==> config.mk <==
export PLATFORM = sky130hd
export DESIGN_NAME = mem_interface
export DESIGN_NICKNAME = d
export VERILOG_FILES = /design/src/rtl/mem_interface_pkg.sv /design/src/rtl/mem_interface_mmio_regs.sv /design/src/rtl/mem_interface.sv
export SDC_FILE = /design/constraint.sdc
export NUM_CORES = 1
export LEC_CHECK = 0
export ABC_AREA = 1
export BUFFER_PORTS_ARGS = -buffer_cell sky130_fd_sc_hd__buf_2
export CORE_MARGIN = 5
export CORE_UTILIZATION = 40
export CTS_CLUSTER_DIAMETER = 40
export DETAILED_ROUTE_END_ITERATION = 10
export GPL_TIMING_DRIVEN = 0
export PLACE_DENSITY = 0.73
export SYNTH_ARGS = -nofsm -noshare
export SYNTH_HDL_FRONTEND = slang
export SYNTH_HIERARCHICAL = 1
export SYNTH_SLANG_ARGS = --single-unit
==> constraint.sdc <==
create_clock -name clk -period 1.7 [get_ports clk]
set_input_delay 0.17 -clock clk [delete_from_list [all_inputs] [get_ports clk]]
set_output_delay 0.17 -clock clk [all_outputs]
set_load 0.01 [all_outputs]
==> src/rtl/mem_interface_pkg.sv <==
// Shared constants for the memory stage: I/O window layout and instruction field positions.
`default_nettype none

package mem_interface_pkg;

    localparam int unsigned IO_BASE_DEFAULT = 32'h0000_FF00;

    typedef enum logic [1:0] {
        IO_LED = 2'd0,
        IO_SW  = 2'd1,
        IO_CNT = 2'd2
    } io_reg_e;

    localparam int OP_HI  = 15;
    localparam int OP_LO  = 12;
    localparam int RD_HI  = 11;
    localparam int RD_LO  = 8;
    localparam int EXT_HI = 7;
    localparam int EXT_LO = 4;
    localparam int RS_HI  = 3;
    localparam int RS_LO  = 0;
    localparam int IMM_HI = 7;
    localparam int IMM_LO = 0;

endpackage

`default_nettype wire

==> src/rtl/mem_interface_mmio_regs.sv <==
// Memory-mapped I/O window: LED register, synchronised switches, free-running cycle counter.
`default_nettype none

module mmio_regs
    import mem_interface_pkg::*;
#(
    parameter int          ADDR_W  = 16,
    parameter int          DATA_W  = 16,
    parameter int          SW_W    = 10,
    parameter int unsigned IO_BASE = IO_BASE_DEFAULT
) (
    input  logic              clk,
    input  logic              reset,
    input  logic [ADDR_W-1:0] addr,
    input  logic              wr_en,
    input  logic [SW_W-1:0]   led_wdata,
    input  logic [SW_W-1:0]   switches,
    output logic [SW_W-1:0]   leds,
    output logic [DATA_W-1:0] io_rdata_q
);

    logic [ADDR_W-1:0] offset;
    logic [SW_W-1:0]   sw_meta;
    logic [SW_W-1:0]   sw_sync;
    logic [15:0]       cycle_cnt;
    logic [DATA_W-1:0] io_rdata;
    logic              wr_led;
    logic              wr_cnt;

    assign offset = addr - ADDR_W'(IO_BASE);
    assign wr_led = wr_en && (offset == ADDR_W'(IO_LED));
    assign wr_cnt = wr_en && (offset == ADDR_W'(IO_CNT));

    always_comb begin
        io_rdata = '0;
        case (offset)
            ADDR_W'(IO_LED): io_rdata = DATA_W'(leds);
            ADDR_W'(IO_SW):  io_rdata = DATA_W'(sw_sync);
            ADDR_W'(IO_CNT): io_rdata = DATA_W'(cycle_cnt);
            default:         io_rdata = '0;
        endcase
    end

    // Read data is registered so it lines up with the RAM's one-cycle read latency.
    always_ff @(posedge clk or negedge reset) begin
        if (!reset) begin
            leds       <= '0;
            sw_meta    <= '0;
            sw_sync    <= '0;
            cycle_cnt  <= '0;
            io_rdata_q <= '0;
        end else begin
            sw_meta    <= switches;
            sw_sync    <= sw_meta;
            io_rdata_q <= io_rdata;
            if (wr_led) begin
                leds <= led_wdata;
            end
            if (wr_cnt) begin
                cycle_cnt <= '0;
            end else begin
                cycle_cnt <= cycle_cnt + 16'd1;
            end
        end
    end

endmodule

`default_nettype wire

==> src/rtl/mem_interface.sv <==
// Memory-side datapath stage: RAM address/write drive, IR/MDR capture with bypass, field decode.
`default_nettype none

module mem_interface
    import mem_interface_pkg::*;
#(
    parameter int          ADDR_W  = 16,
    parameter int          DATA_W  = 16,
    parameter int          SW_W    = 10,
    parameter int unsigned IO_BASE = IO_BASE_DEFAULT
) (
    input  logic              clk,
    input  logic              reset,
    input  logic              mem_s,
    input  logic              instr_en,
    input  logic              mem_reg_en,
    input  logic              mem_wr_s,
    input  logic [ADDR_W-1:0] pc,
    input  logic [ADDR_W-1:0] addr_reg,
    input  logic [DATA_W-1:0] wdata,
    output logic [ADDR_W-1:0] ram_addr,
    output logic [DATA_W-1:0] ram_wdata,
    output logic              ram_we,
    input  logic [DATA_W-1:0] ram_rdata,
    input  logic [SW_W-1:0]   switches,
    output logic [SW_W-1:0]   leds,
    output logic [3:0]        op,
    output logic [3:0]        op_ext,
    output logic [3:0]        branch_cond,
    output logic [3:0]        rdest,
    output logic [3:0]        rsrc,
    output logic [7:0]        imm,
    output logic [DATA_W-1:0] mdr
);

    logic [ADDR_W-1:0] sel_addr;
    logic              is_io;
    logic              io_q;
    logic              ir_pend;
    logic              mdr_pend;
    logic [DATA_W-1:0] ir_q;
    logic [DATA_W-1:0] mdr_q;
    logic [DATA_W-1:0] io_rdata_q;
    logic [DATA_W-1:0] rd_data;
    logic [DATA_W-1:0] dec_word;

    assign sel_addr  = mem_s ? pc : addr_reg;
    assign is_io     = (sel_addr >= ADDR_W'(IO_BASE));
    assign ram_addr  = sel_addr;
    assign ram_wdata = wdata;
    assign ram_we    = mem_wr_s & ~is_io & reset;

    mmio_regs #(
        .ADDR_W  (ADDR_W),
        .DATA_W  (DATA_W),
        .SW_W    (SW_W),
        .IO_BASE (IO_BASE)
    ) u_mmio (
        .clk        (clk),
        .reset      (reset),
        .addr       (sel_addr),
        .wr_en      (mem_wr_s & is_io),
        .led_wdata  (wdata[SW_W-1:0]),
        .switches   (switches),
        .leds       (leds),
        .io_rdata_q (io_rdata_q)
    );

    assign rd_data = io_q ? io_rdata_q : ram_rdata;

    // A fetch takes priority over a load issued in the same cycle.
    always_ff @(posedge clk or negedge reset) begin
        if (!reset) begin
            io_q     <= 1'b0;
            ir_pend  <= 1'b0;
            mdr_pend <= 1'b0;
            ir_q     <= '0;
            mdr_q    <= '0;
        end else begin
            io_q     <= is_io;
            ir_pend  <= instr_en;
            mdr_pend <= mem_reg_en & ~instr_en;
            if (ir_pend) begin
                ir_q <= rd_data;
            end
            if (mdr_pend) begin
                mdr_q <= rd_data;
            end
        end
    end

    assign dec_word    = ir_pend ? rd_data : ir_q;
    assign mdr         = mdr_pend ? rd_data : mdr_q;
    assign op          = dec_word[OP_HI:OP_LO];
    assign rdest       = dec_word[RD_HI:RD_LO];
    assign branch_cond = dec_word[RD_HI:RD_LO];
    assign op_ext      = dec_word[EXT_HI:EXT_LO];
    assign rsrc        = dec_word[RS_HI:RS_LO];
    assign imm         = dec_word[IMM_HI:IMM_LO];

endmodule

`default_nettype wire

Word-level counts from Yosys, hierarchy flattened
Cells that the tools add are included.
{ "totals": {"regBits": 97, "latchBits": 0, "mem_bits_rw": 0, "romBits": 0, "memories": 0} }
{ "op_classes": {"addsub": 2, "multipliers": 0, "div_mod_pow": 0, "magnitude_cmp": 1, "n_eq_ne": 2, "shifts": 0, "muxes": 6, "bitwise_logic": 6, "reduce_logical": 3} }
{ "ops": {"columns": ["op", "count"], "rows": [
  ["16-bit 2-to-1 mux", 5],
  ["16-bit one-hot mux with 3 select lines", 1],
  ["16-bit by 1-bit adder with 16-bit output, second input constant", 1],
  ["16-bit by 1-bit == test with 1-bit output, second input constant", 1],
  ["16-bit by 2-bit == test with 1-bit output, second input constant", 1],
  ["16-bit >= comparator, second input constant", 1],
  ["16-bit logical NOT", 1],
  ["16-bit subtractor, second input constant", 1],
  ["1-bit AND", 4],
  ["1-bit logical AND", 2],
  ["1-bit NOT", 2]
]} }

Depth between registers and ports, before layout
Gate-level depths: netlist (run 1).
{ "depth": {"ltp_word": 5, "depth_mapped": 13, "mapped_depth_nobuf": 11} }

By module
The synthesis (run 1) kept the hierarchy.
{ "by_module_without_submodules": {"columns": ["module", "instances", "cells_per_inst", "area_each_um2", "seq_area_each_um2"], "rows": [
  ["mmio_regs", 1, 316, 2695.1, 1551.5],
  ["mem_interface", 1, 219, 1914.3, 875.8]
]} }

Least setup slack after synthesis (run 1)
Ideal clock, no wire load.
{ "synth_timing": {"path_kind": "input to register", "start": "input mem_s", "end": "register u_mmio.leds[0]", "t_arrival_ns": 1.449, "t_required_ns": 1.587, "path_slack_ns": 0.137, "stages": 13, "path_cell_list": "buf_6 inv_8 buf_12 nand2_4 nand2_2 nand2_2 nor2_2 nand2_2 nor2_2 clkbuf_1 nand4_1 nand2_1 inv_1"} }
{ "synth_via": {"elab_chain_cells": 4, "elab_cells_between_ends": 6} }
{ "synth_rtl": {"columns": ["item", "line_no", "rtl"], "rows": [
  ["start: declaration", "mem_interface.sv:14", "input logic mem_s,"],
  ["16-bit 2-to-1 mux *", "mem_interface.sv:47", "assign sel_addr = mem_s ? pc : addr_reg;"],
  ["via ram_addr[11]", "mem_interface.sv:21", "output logic [ADDR_W-1:0] ram_addr,"],
  ["16-bit subtractor / 16-bit >= comparator (equally long branches)", "mem_interface_mmio_regs.sv:30, mem_interface.sv:48", null],
  ["16-bit logical NOT / 1-bit AND (equally long branches)", "mem_interface_mmio_regs.sv:31, mem_interface.sv:62", null],
  ["1-bit logical AND *", "mem_interface_mmio_regs.sv:31", "assign wr_led = wr_en && (offset == ADDR_W'(IO_LED));"],
  ["end signal: assignment", "mem_interface_mmio_regs.sv:57", "leds <= led_wdata;"],
  ["end: declaration", "mem_interface_mmio_regs.sv:18", "output logic [SW_W-1:0] leds,"]
]} }
Mark *: on every way through the listed nets, which the timed path passes. The rest lies on a longest branch.
A chain may end at the register's enable or synchronous reset.

Final worst setup path (run 1)
{ "layout_timing": {"start": "register io_q", "end": "output rdest[2]"} }
{ "layout_via": {"elab_chain_cells": 2} }
{ "layout_rtl": {"columns": ["item", "line_no", "rtl"], "rows": [
  ["start: declaration", "mem_interface.sv:38", "logic io_q;"],
  ["start signal: assignment", "mem_interface.sv:80", "io_q <= is_io;"],
  ["16-bit 2-to-1 mux", "mem_interface.sv:69", "assign rd_data = io_q ? io_rdata_q : ram_rdata;"],
  ["16-bit 2-to-1 mux", "mem_interface.sv:92", "assign dec_word = ir_pend ? rd_data : ir_q;"],
  ["end: declaration", "mem_interface.sv:30", "output logic [3:0] rdest,"]
]} }
No other way between the ends.

==> results.py, run 1 <==
metrics = {
    "outcome": {
        "status": "complete, but fails checks",
        "violations": "setup timing",
    },
    "sta": {
        "whs_ns": 0.0650,
        "skew_ns": 0.0111,
        "max-slew-margin-rel": 0.739,
        "slew_violations": 0,
        "fin_crit_sh": 1.08,
        "fmax_mhz": 547,
        "fin_setup_tns_ns": -1.27,
        "tightest_slew_ns": 0.392,
        "setup_viol": 25,
        "rsz0062_at_grt": "true",
        "final.min_clock_period_ns": 1.83,
        "worst_slack_ns": -0.128,
        "hold_viol": 0,
    },
    "global_routing": {
        "antenna_found_initial": 0,
        "grt_pass1_vias": 4074,
        "grt_pass1_wl_microns": 20000,
        "overflow": 0,
        "track_usage": 0.173,
        "grt_max_degree": 65,
    },
    "power_and_ir_drop": {
        "clkPwrFrac": 0.383,
        "p_leak_nw": 3.47,
        "ir_worst_vdd_v": 0.000627,
        "switching_share": 0.266,
        "power.internal_mw": 4.05,
        "combinationalPowerShare": 0.172,
        "p_total_mw": 5.51,
        "seq_power_share": 0.444,
        "power.density_nw_per_um2": 839,
        "p_switching_mw": 1.47,
    },
    "clock_tree": {
        "clk_latency_ns": 0.34,
        "root_buffer": "clkbuf_16",
        "clk_pin_slew_ns": 0.07,
        "cts_buffers": 9,
        "cts_tree": "built",
        "cts.path.max_buffers": 2,
        "clock-sinks": 97,
        "htreeDepth": 3,
    },
    "die": {
        "io_pins": 167,
        "dieHeight_microns": 117,
        "core.rowCount": 39,
        "coreArea_sq_um": 11400,
        "die-area_sq_um": 13800,
        "initial_utilization": 0.405,
        "chipWidth_microns": 117,
    },
    "layout": {
        "drive_above_1_share": 0.418,
        "fin_area_sq_um": 6570,
        "fin_nets": 817,
        "syn_to_final_growth_pct": 42.6,
        "n_antenna_cell": 0,
        "fin_cells": 884,
    },
    "drt": {
        "post-route-drc-count": 0,
        "wl_microns": 13200,
        "vias": 4242,
        "dr.pass1.iters": 5,
        "ant_nets": 0,
        "wire_per_inst_microns": 15.0,
        "drtIter0Drc": 234,
        "vias_per_cell": 4.80,
    },
    "critical_path": {
        "path_class": "flip-flop to output port",
        "reg2reg_from": "u_mmio/cycle_cnt[0]",
        "cp-end-kind": "output port",
        "reg2reg_slack_ns": 0.22,
        "reg2reg_to": "u_mmio/cycle_cnt[8]",
        "setup.worst_path.start_class": "flip-flop",
        "worst-path-max-fanout": 6,
        "required_ns": 1.53,
        "cp.arrival_ns": 1.66,
        "rr_worst_depth": 8,
    },
    "synth": {
        "synth_cells": 535,
        "ys_ff_latch": 97,
        "synth_top_area_cell": "dfrtp_1",
        "synth.area.top_cells": "dfrtp_1 53%, nand2_1 12%, buf_4 5.0%, nand3_1 4.9%, inv_1 4.7%",
        "syn_avg_cell_area_sq_um": 8.62,
        "syn-cell-area_sq_um": 4610,
        "synth-seq-area-share": 0.527,
        "syn_nets": 616,
        "synth_top_area_frac": 0.527,
        "synth.distinct_cells": 29,
        "synth_warnings": 6,
    },
    "place": {
        "gp_congestion": 0.846,
        "place_area_sq_um": 5610,
        "dp.cells": 838,
        "port_buffers": 159,
        "dpl.hpwl_microns": 9180,
    },
    "flow_run": {
        "cap_violations": 0,
    },
    "min_path": {
        "holdPathEnd": "mdr_pend",
        "hold_depth": 3,
        "worstHoldStart": "mem_reg_en",
        "min_path_type": "input port to flip-flop",
    },
}
==> worst max-delay path, stage by stage (launching register included) <==
cell     delay, ns
dfrtp_1       0.38
buf_6         0.14
buf_12        0.15
mux2i_4       0.19
o21ai_2       0.21
buf_4         0.15
buf_6         0.09
==> power by group through the flow <==
stage	Clock (mW)	Sequential (mW)	Combinational, mW
6_report	2.11	2.45	0.951
3_5_place_dp	0	2.49	0.747
5_1_grt	2.27	2.45	1.03
4_1_cts	2.15	2.45	0.820
3_3_place_gp	0	2.49	0.722
2_1_floorplan	0	2.48	0.388
==> synthesized netlist by cell type <==
cell	instances
nor3_2	2
o21bai_1	1
nand2_1	143
buf_1	1
buf_12	2
o21ai_0	33
nor2_2	8
nand4_1	23
mux2i_1	16
o21ai_1	1
inv_2	10
or2_4	1
xor2_1	1
a21oi_1	5
and3_1	1
nand2_4	3
nor2_1	28
buf_2	6
buf_4	31
nand2_2	5
inv_8	1
ha_1	1
or2_1	1
nor3_1	1
buf_6	2
clkbuf_1	8
inv_1	58
nand3_1	45
dfrtp_1	97
==> cells in the final DEF, fill, tap and decap left out, drive strengths merged <==
| cell type | instances |
|---|---|
| nor2 | 36 |
| or2 | 2 |
| a21oi | 5 |
| nand3 | 45 |
| nand4 | 23 |
| o21bai | 1 |
| and3 | 1 |
| nor3 | 3 |
| mux2i | 16 |
| xor2 | 1 |
| dfrtp | 97 |
| clkinv | 4 |
| inv | 71 |
| nand2 | 151 |
| buf | 220 |
| o21ai | 34 |
| dlygate4sd3 | 12 |
| ha | 1 |
| bufinv | 1 |
| clkbuf | 17 |
==> registers in the layout, indices dropped and copies added (netlist names) <==
register           count
io_q                   1
ir_pend                1
ir_q                  16
mdr_pend               1
mdr_q                 16
u_mmio/cycle_cnt      16
u_mmio/io_rdata_q     16
u_mmio/leds           10
u_mmio/sw_meta        10
u_mmio/sw_sync        10
==> final cells by class <==
class | instances | area [sq um]
Tap cell | 143 | 179
Sequential cell | 97 | 2430
Timing Repair Buffer | 192 | 1190
Clock inverter | 7 | 100
Clock buffer | 9 | 225
Fill cell | 951 | 4800
Inverter | 69 | 267
Buffer | 48 | 389
Multi-Input combinational cell | 319 | 1800
==> layer usage <==
layer	part of all wire	global-route usage
met5	0	0
met4	0.013	0.0399
met3	0.079	0.0491
met2	0.48	0.278
met1	0.43	0.233
==> kinds of logic (layout without fill, tap and decap cells) <==
family                   Yosys count  count (layout)  synth area share
buffers and inverters            119             325             0.136
multiplexers                      16              16            0.0347
AO/OA/AOI/OAI                     40              40            0.0440
AND/OR/NAND/NOR                  261             261             0.254
XOR/XNOR                           1               1           0.00190
flip-flops                        97              97             0.527
adder cells (fa/ha/maj)            1               1           0.00271
==> through the flow <==
stage                     setup WS (ns)  utilization
after floorplan                   0.137            -
after global placement           -0.704        0.491
after detailed placement         -0.163        0.494
after CTS                       -0.0852        0.546
after global routing             -0.189        0.578
final                            -0.128        0.578
==> how the worst max path moves through the flow <==
| stage | from | end | depth (start not counted) |
|---|---|---|---|
| after floorplan | mem_s | u_mmio/leds[0] | 13 |
| after global placement | reset | ram_we | 4 |
| after detailed placement | mem_s | u_mmio/leds[8] | 13 |
| after CTS | io_q | rsrc[3] | 6 |
| after global routing | io_q | rdest[2] | 6 |
| final | io_q | rdest[2] | 6 |
==> timing repair <==
action	CTS	global route
endpoints found under the setup margin	44	43
endpoints found under the hold margin	45	0
pin swaps	3	14
setup buffers	4	14
gates resized for setup	59	53
hold buffers	13	0
cloned	0	1
(Power assumes the default switching activity.)
==> run 2, diff against run 1 <==
--- a/config.mk
+++ b/config.mk
@@ -7,6 +7,7 @@
 export LEC_CHECK = 0
 export ABC_AREA = 1
 export BUFFER_PORTS_ARGS = -buffer_cell sky130_fd_sc_hd__buf_2
+export CORE_ASPECT_RATIO = 1.25
 export CORE_MARGIN = 5
 export CORE_UTILIZATION = 40
 export CTS_CLUSTER_DIAMETER = 40
==> run 2 against run 1 <==
The run ends with hold timing, setup timing left. Core utilization decreased by 0.74 points. First-iteration DRC count increased by 1.3%. Combinational power decreased by 6.8%. Via count increased by 1.0%. Cell area decreased by 2.8%. Wire length decreased by 3.9%. Clock-buffer cell count unchanged. Non-clock buffer count decreased by 6.
==> results.py, run 2 (same netlist as run 1, synthesis figures left out) <==
metrics = {
    "outcome": {
        "status": "complete, but fails checks",
        "violations": "hold timing, setup timing",
    },
    "layout": {
        "layout_commonest_cell": "buf_2",
        "fin_nets": 811,
        "n_antenna_cell": 0,
        "drive_above_1_share": 0.415,
        "mostFrequentLayoutCells": "163 x buf_2, 143 x nand2_1, 97 x dfrtp_1, 58 x inv_1, 45 x nand3_1",
        "fin_area_sq_um": 6390,
        "final_util": 0.571,
        "syn_to_final_growth_pct": 38.6,
    },
    "sta": {
        "final.min_clock_period_ns": 1.77,
        "hold_viol": 41,
        "fin_crit_sh": 1.04,
        "fmax_mhz": 566,
        "tightest_slew_ns": 0.569,
        "max-slew-margin-rel": 0.621,
        "skew_ns": 0.00625,
        "worst_slack_ns": -0.0677,
        "whs_ns": -0.177,
        "rsz0062_at_grt": "true",
        "setup_viol": 11,
        "slew_violations": 0,
    },
    "place": {
        "port_buffers": 159,
        "gp_congestion": 0.872,
        "place_area_sq_um": 5600,
        "dpl.hpwl_microns": 9410,
        "dpl_worst_slack_ns": -0.191,
    },
    "die": {
        "die-area_sq_um": 13800,
        "chipWidth_microns": 106,
        "coreArea_sq_um": 11200,
        "dieHeight_microns": 130,
        "initial_utilization": 0.412,
        "io_pins": 167,
        "core.rowCount": 43,
    },
    "clock_tree": {
        "root_buffer": "clkbuf_16",
        "clk_latency_ns": 0.34,
        "htreeDepth": 3,
        "cts.path.max_buffers": 2,
        "clk_pin_slew_ns": 0.07,
        "cts_tree": "built",
        "clock-sinks": 97,
        "holdBufCountCts": 11,
        "cts_buffers": 9,
    },
    "drt": {
        "vias_per_cell": 4.93,
        "post-route-drc-count": 0,
        "wl_microns": 12700,
        "dr.pass1.iters": 5,
        "ant_nets": 0,
        "drtIter0Drc": 237,
        "wire_per_inst_microns": 14.6,
        "vias": 4286,
    },
    "power_and_ir_drop": {
        "clkPwrFrac": 0.364,
        "p_switching_mw": 1.41,
        "ir_worst_vdd_v": 0.000392,
        "power.internal_mw": 3.84,
        "switching_share": 0.269,
        "power.density_nw_per_um2": 821,
        "p_leak_nw": 3.40,
        "combinationalPowerShare": 0.169,
        "seq_power_share": 0.467,
    },
    "critical_path": {
        "reg2reg_slack_ns": 0.19,
        "path_cells": "buf_6 > buf_4 > mux2i_2 > o21ai_2 > buf_4 > buf_2",
        "required_ns": 1.53,
        "cp.arrival_ns": 1.60,
        "path_class": "flip-flop to output port",
        "cpMaxStageDelayCell": "dfrtp_1",
        "rr_worst_depth": 8,
        "cp_num_buf_inv": 4,
        "cpPeakStageDelay_ns": 0.37,
        "crit_path_frequent_cell": "buf_4",
        "crit_family": "buffers and inverters",
        "reg2reg_from": "u_mmio/cycle_cnt[0]",
        "cp-end-kind": "output port",
        "setup.worst_path.start_class": "flip-flop",
        "reg2reg_to": "u_mmio/cycle_cnt[8]",
        "worst-path-max-fanout": 4,
    },
    "flow_run": {
        "cap_violations": 0,
    },
    "global_routing": {
        "antenna_found_initial": 0,
        "overflow": 0,
        "track_usage": 0.181,
        "grt_max_degree": 57,
        "grt_pass1_vias": 4259,
        "grt_pass1_wl_microns": 20200,
    },
    "min_path": {
        "min_path_type": "input port to asynchronous set/reset pin",
    },
}
==> run 2: cell types whose count changed in the layout (fill, tap and decap cells not counted), moves of 2 or more <==
cell        delta
buf_4          -3
mux2i_2        +4
mux2i_4        -3
inv_6          +2
buf_2          +7
buf_6          -6
clkinvlp_4     +2
clkinv_8       -2
==> run 2: cell type report <==
| cell class | instances | area (sq um) |
|---|---|---|
| clock buffers | 9 | 225 |
| inverters | 69 | 267 |
| clock inverters | 7 | 61.3 |
| flip-flops and latches | 97 | 2430 |
| plain buffers | 45 | 352 |
| multi-input cells | 319 | 1760 |
| repair buffers | 189 | 1120 |
| well taps | 135 | 169 |
| fillers | 967 | 4800 |
==> run 2: per-layer routing <==
layer  up-vias  global-route usage  share of wire
met4         0              0.0648          0.018
met2       188               0.313           0.51
met1      2016               0.223           0.40
li1       2058                   -              -
met5         -                   0              0
met3        24              0.0416          0.073
==> run 2: how the worst max path moves through the flow <==
stage	from	endpoint	slack, ns	depth (start not counted)
floorplan	mem_s	u_mmio/leds[0]	0.14	13
global placement	reset	ram_we	-0.70	4
detailed placement	mem_s	u_mmio/leds[2]	-0.19	13
CTS	io_q	rdest[3]	-0.08	6
global route	io_q	rdest[2]	-0.16	6
finish	io_q	rdest[2]	-0.07	6
==> run 2: metrics by stage <==
stage	instances	hold slack (ns)	total power, mW	setup TNS (ns)
2_1_floorplan	535	-0.126	2.87	0
3_3_place_gp	829	0.280	3.21	-43.45
3_5_place_dp	830	0.199	3.24	-2.91
4_1_cts	860	-0.162	5.22	-0.558
5_1_grt	870	-0.140	5.49	-2.47
6_report	870	-0.177	5.25	-0.407
==> run 2: timing repair <==
| action | in CTS | in global routing |
|---|---|---|
| gates resized for setup | 61 | 40 |
| pin swaps | 6 | 9 |
| buffers inserted | 7 | 10 |
| endpoints found under the setup margin | 44 | 44 |
| gates cloned | 1 | 0 |
| hold endpoints to repair | 52 | 41 |
==> run 2: worst reg2reg max path, stage by stage (launching register included) <==
cell and delay [ns]:
dfrtp_1 0.41, ha_1 0.19, nand2_1 0.07, inv_1 0.09, nand3_1 0.14, nor2_2 0.25
inv_1 0.09, o21ai_1 0.12, nor2_1 0.05
==> run 2: power by group through the flow <==
stage	logic, mW	registers [mW]	clock network (mW)
4_1_cts	0.811	2.45	1.96
3_5_place_dp	0.748	2.49	0
5_1_grt	0.977	2.46	2.05
3_3_place_gp	0.719	2.49	0
2_1_floorplan	0.388	2.48	0
6_report	0.886	2.45	1.91
==> run 3, diff against run 2 <==
==> constraint.sdc (replaced) <==
create_clock -name clk -period 1.7 [get_ports clk]
set_input_delay 0.085 -clock clk [delete_from_list [all_inputs] [get_ports clk]]
set_output_delay 0.085 -clock clk [all_outputs]
set_load 0.01 [all_outputs]
==> run 3 against run 2 <==
The run ends with setup timing left. Clock-buffer cell count stayed put. Highest routed layer unchanged. Wire length down 3.0%. Combinational power shrank 7.4%. Sequential share of layout area increased by 1.1 points. Fmax up 1.2%. Register-to-register slack barely moved. Critical path type unchanged. Die area is the same. Largest cell class unchanged. Sequential cell count is the same.
==> results.py, run 3 (same netlist as run 1, synthesis figures left out) <==
metrics = {
    "drt": {
        "drtIter0Drc": 230,
        "wl_microns": 12300,
        "wire_per_inst_microns": 14.3,
        "vias": 4189,
        "highest_layer": "met4",
        "wl_met2_microns": 6290,
        "vias_per_cell": 4.85,
        "post-route-drc-count": 0,
        "dr.pass1.iters": 4,
        "met3_length_microns": 847,
        "wl_met1_microns": 5000,
        "ant_nets": 0,
    },
    "critical_path": {
        "crit_family": "buffers and inverters",
        "reg2reg_to": "u_mmio/cycle_cnt[8]",
        "path_class": "flip-flop to output port",
        "cp.arrival_ns": 1.66,
        "setup.worst_path.start_class": "flip-flop",
        "cp_num_buf_inv": 3,
        "reg2reg_from": "u_mmio/cycle_cnt[0]",
        "required_ns": 1.62,
        "worst-path-max-fanout": 8,
        "cpMaxStageDelayCell": "dfrtp_1",
        "cp-end-kind": "output port",
        "rr_worst_depth": 8,
        "reg2reg_slack_ns": 0.18,
        "path_cells": "buf_6 > clkbuf_16 > mux2i_2 > o21ai_0 > buf_2",
        "cpPeakStageDelay_ns": 0.37,
    },
    "die": {
        "io_pins": 167,
        "dieHeight_microns": 130,
        "initial_utilization": 0.412,
        "coreArea_sq_um": 11200,
        "die-area_sq_um": 13800,
        "core.rowCount": 43,
        "chipWidth_microns": 106,
    },
    "layout": {
        "layout_commonest_cell": "buf_2",
        "nFillCells": 1000,
        "drive_above_1_share": 0.377,
        "multi_input_area_sq_um": 1640,
        "mostFrequentLayoutCells": "162 x buf_2, 143 x nand2_1, 97 x dfrtp_1, 58 x inv_1, 45 x nand3_1",
        "syn_to_final_growth_pct": 34.5,
        "fin_nets": 805,
        "n_antenna_cell": 0,
        "register_area_sq_um": 2430,
    },
    "power_and_ir_drop": {
        "ir_worst_vdd_v": 0.000402,
        "p_total_mw": 5.18,
        "power.internal_mw": 3.80,
        "p_switching_mw": 1.38,
        "power.density_nw_per_um2": 836,
        "combinationalPowerShare": 0.158,
        "seq_power_share": 0.472,
        "p_leak_nw": 3.33,
        "clkPwrFrac": 0.369,
        "switching_share": 0.267,
    },
    "global_routing": {
        "grt_pass1_wl_microns": 20000,
        "grt_max_degree": 57,
        "antenna_found_initial": 0,
        "grt_pass1_vias": 4215,
        "track_usage": 0.179,
        "overflow": 0,
    },
    "clock_tree": {
        "htreeDepth": 3,
        "root_buffer": "clkbuf_16",
        "cts_buffers": 9,
        "cts.path.max_buffers": 2,
        "clk_latency_ns": 0.34,
        "clock-sinks": 97,
        "clk_pin_slew_ns": 0.07,
        "cts_tree": "built",
    },
    "sta": {
        "fin_crit_sh": 1.03,
        "slew_violations": 0,
        "hold_viol": 0,
        "skew_ns": 0.00726,
        "tightest_slew_ns": 0.419,
        "worst_slack_ns": -0.0472,
        "setup_viol": 5,
        "fmax_mhz": 572,
        "max-slew-margin-rel": 0.721,
        "final.min_clock_period_ns": 1.75,
        "rsz0062_at_grt": "true",
    },
    "place": {
        "port_buffers": 159,
        "dpl.hpwl_microns": 9410,
        "gp_congestion": 0.872,
        "dpl_worst_slack_ns": -0.106,
    },
    "min_path": {
        "holdPathEnd": "u_mmio/leds[0]",
        "min_path_type": "input port to flip-flop",
        "hold_depth": 5,
        "worstHoldStart": "wdata[0]",
    },
    "outcome": {
        "status": "complete, but fails checks",
        "violations": "setup timing",
    },
    "flow_run": {
        "cap_violations": 0,
    },
}
run 3: cell types whose count changed in the layout (fill, tap and decap cells not counted), moves of 3 or more:
cell	previous run	this run
o21ai_0	1	15
buf_4	43	36
mux2i_1	1	9
clkbuf_2	0	3
o21ai_2	24	10
mux2i_2	8	5
mux2i_4	7	2
run 3: layout make-up:
class | count | share of cell area
Sequential cell | 97 | 0.391
Multi-Input combinational cell | 319 | 0.264
Timing Repair Buffer | 178 | 0.166
Buffer | 50 | 0.0623
Inverter | 69 | 0.0430
Clock buffer | 9 | 0.0363
Tap cell | 135 | 0.0272
Clock inverter | 7 | 0.00989
run 3: power by group through the flow:
stage / combinational [mW] / clock (mW) / sequential [mW]
detailed placement: 0.748 / 0 / 2.49
global route: 0.911 / 2.06 / 2.46
CTS: 0.797 / 1.96 / 2.45
global placement: 0.719 / 0 / 2.49
floorplan: 0.388 / 0 / 2.48
finish: 0.820 / 1.92 / 2.45
run 3: metrics by stage:
stage                     instances  hold WS, ns  utilization  setup TNS (ns)  area (sq um)
after floorplan                 535       -0.211            -               0          4610
after global placement          829        0.195        0.498          -33.52          5570
after detailed placement        830        0.114        0.501          -0.866          5600
after CTS                       860       0.0505        0.545          -0.113          6100
after global routing            864       0.0676        0.554           -1.06          6200
final                           864       0.0565        0.554         -0.0843          6200
run 3: worst max-delay path by stage:
stage                           to   from  slack [ns]  cells past startpoint
global route                mdr[3]   io_q       -0.09                      5
finish                      mdr[3]   io_q       -0.05                      5
CTS                        rsrc[0]   io_q       -0.04                      6
detailed placement  u_mmio/leds[2]  mem_s       -0.11                     13
global placement            ram_we  reset       -0.53                      4
floorplan           u_mmio/leds[0]  mem_s        0.22                     13
run 3: timing repair:
action,4_1_cts,5_1_grt
setup buffers,1,3
hold buffers,13,0
gates cloned,0,1
gates resized for setup,32,26
pin swaps,1,2
hold endpoints to repair,53,0
endpoints found under the setup margin,36,34
run 3: layer usage:
layer,GRT usage,up-vias
met3,0.0396,19
met5,0,-
met1,0.224,1958
met4,0.0587,0
li1,-,2050
met2,0.310,162
run 3: worst register-to-register path: cells and delay by family, from the launching register on:
family / cells / cell delay (ns)
AO/OA/AOI/OAI: 1 / 0.12
flip-flops: 1 / 0.40
adder cells (fa/ha/maj): 1 / 0.19
buffers and inverters: 2 / 0.18
AND/OR/NAND/NOR: 4 / 0.51
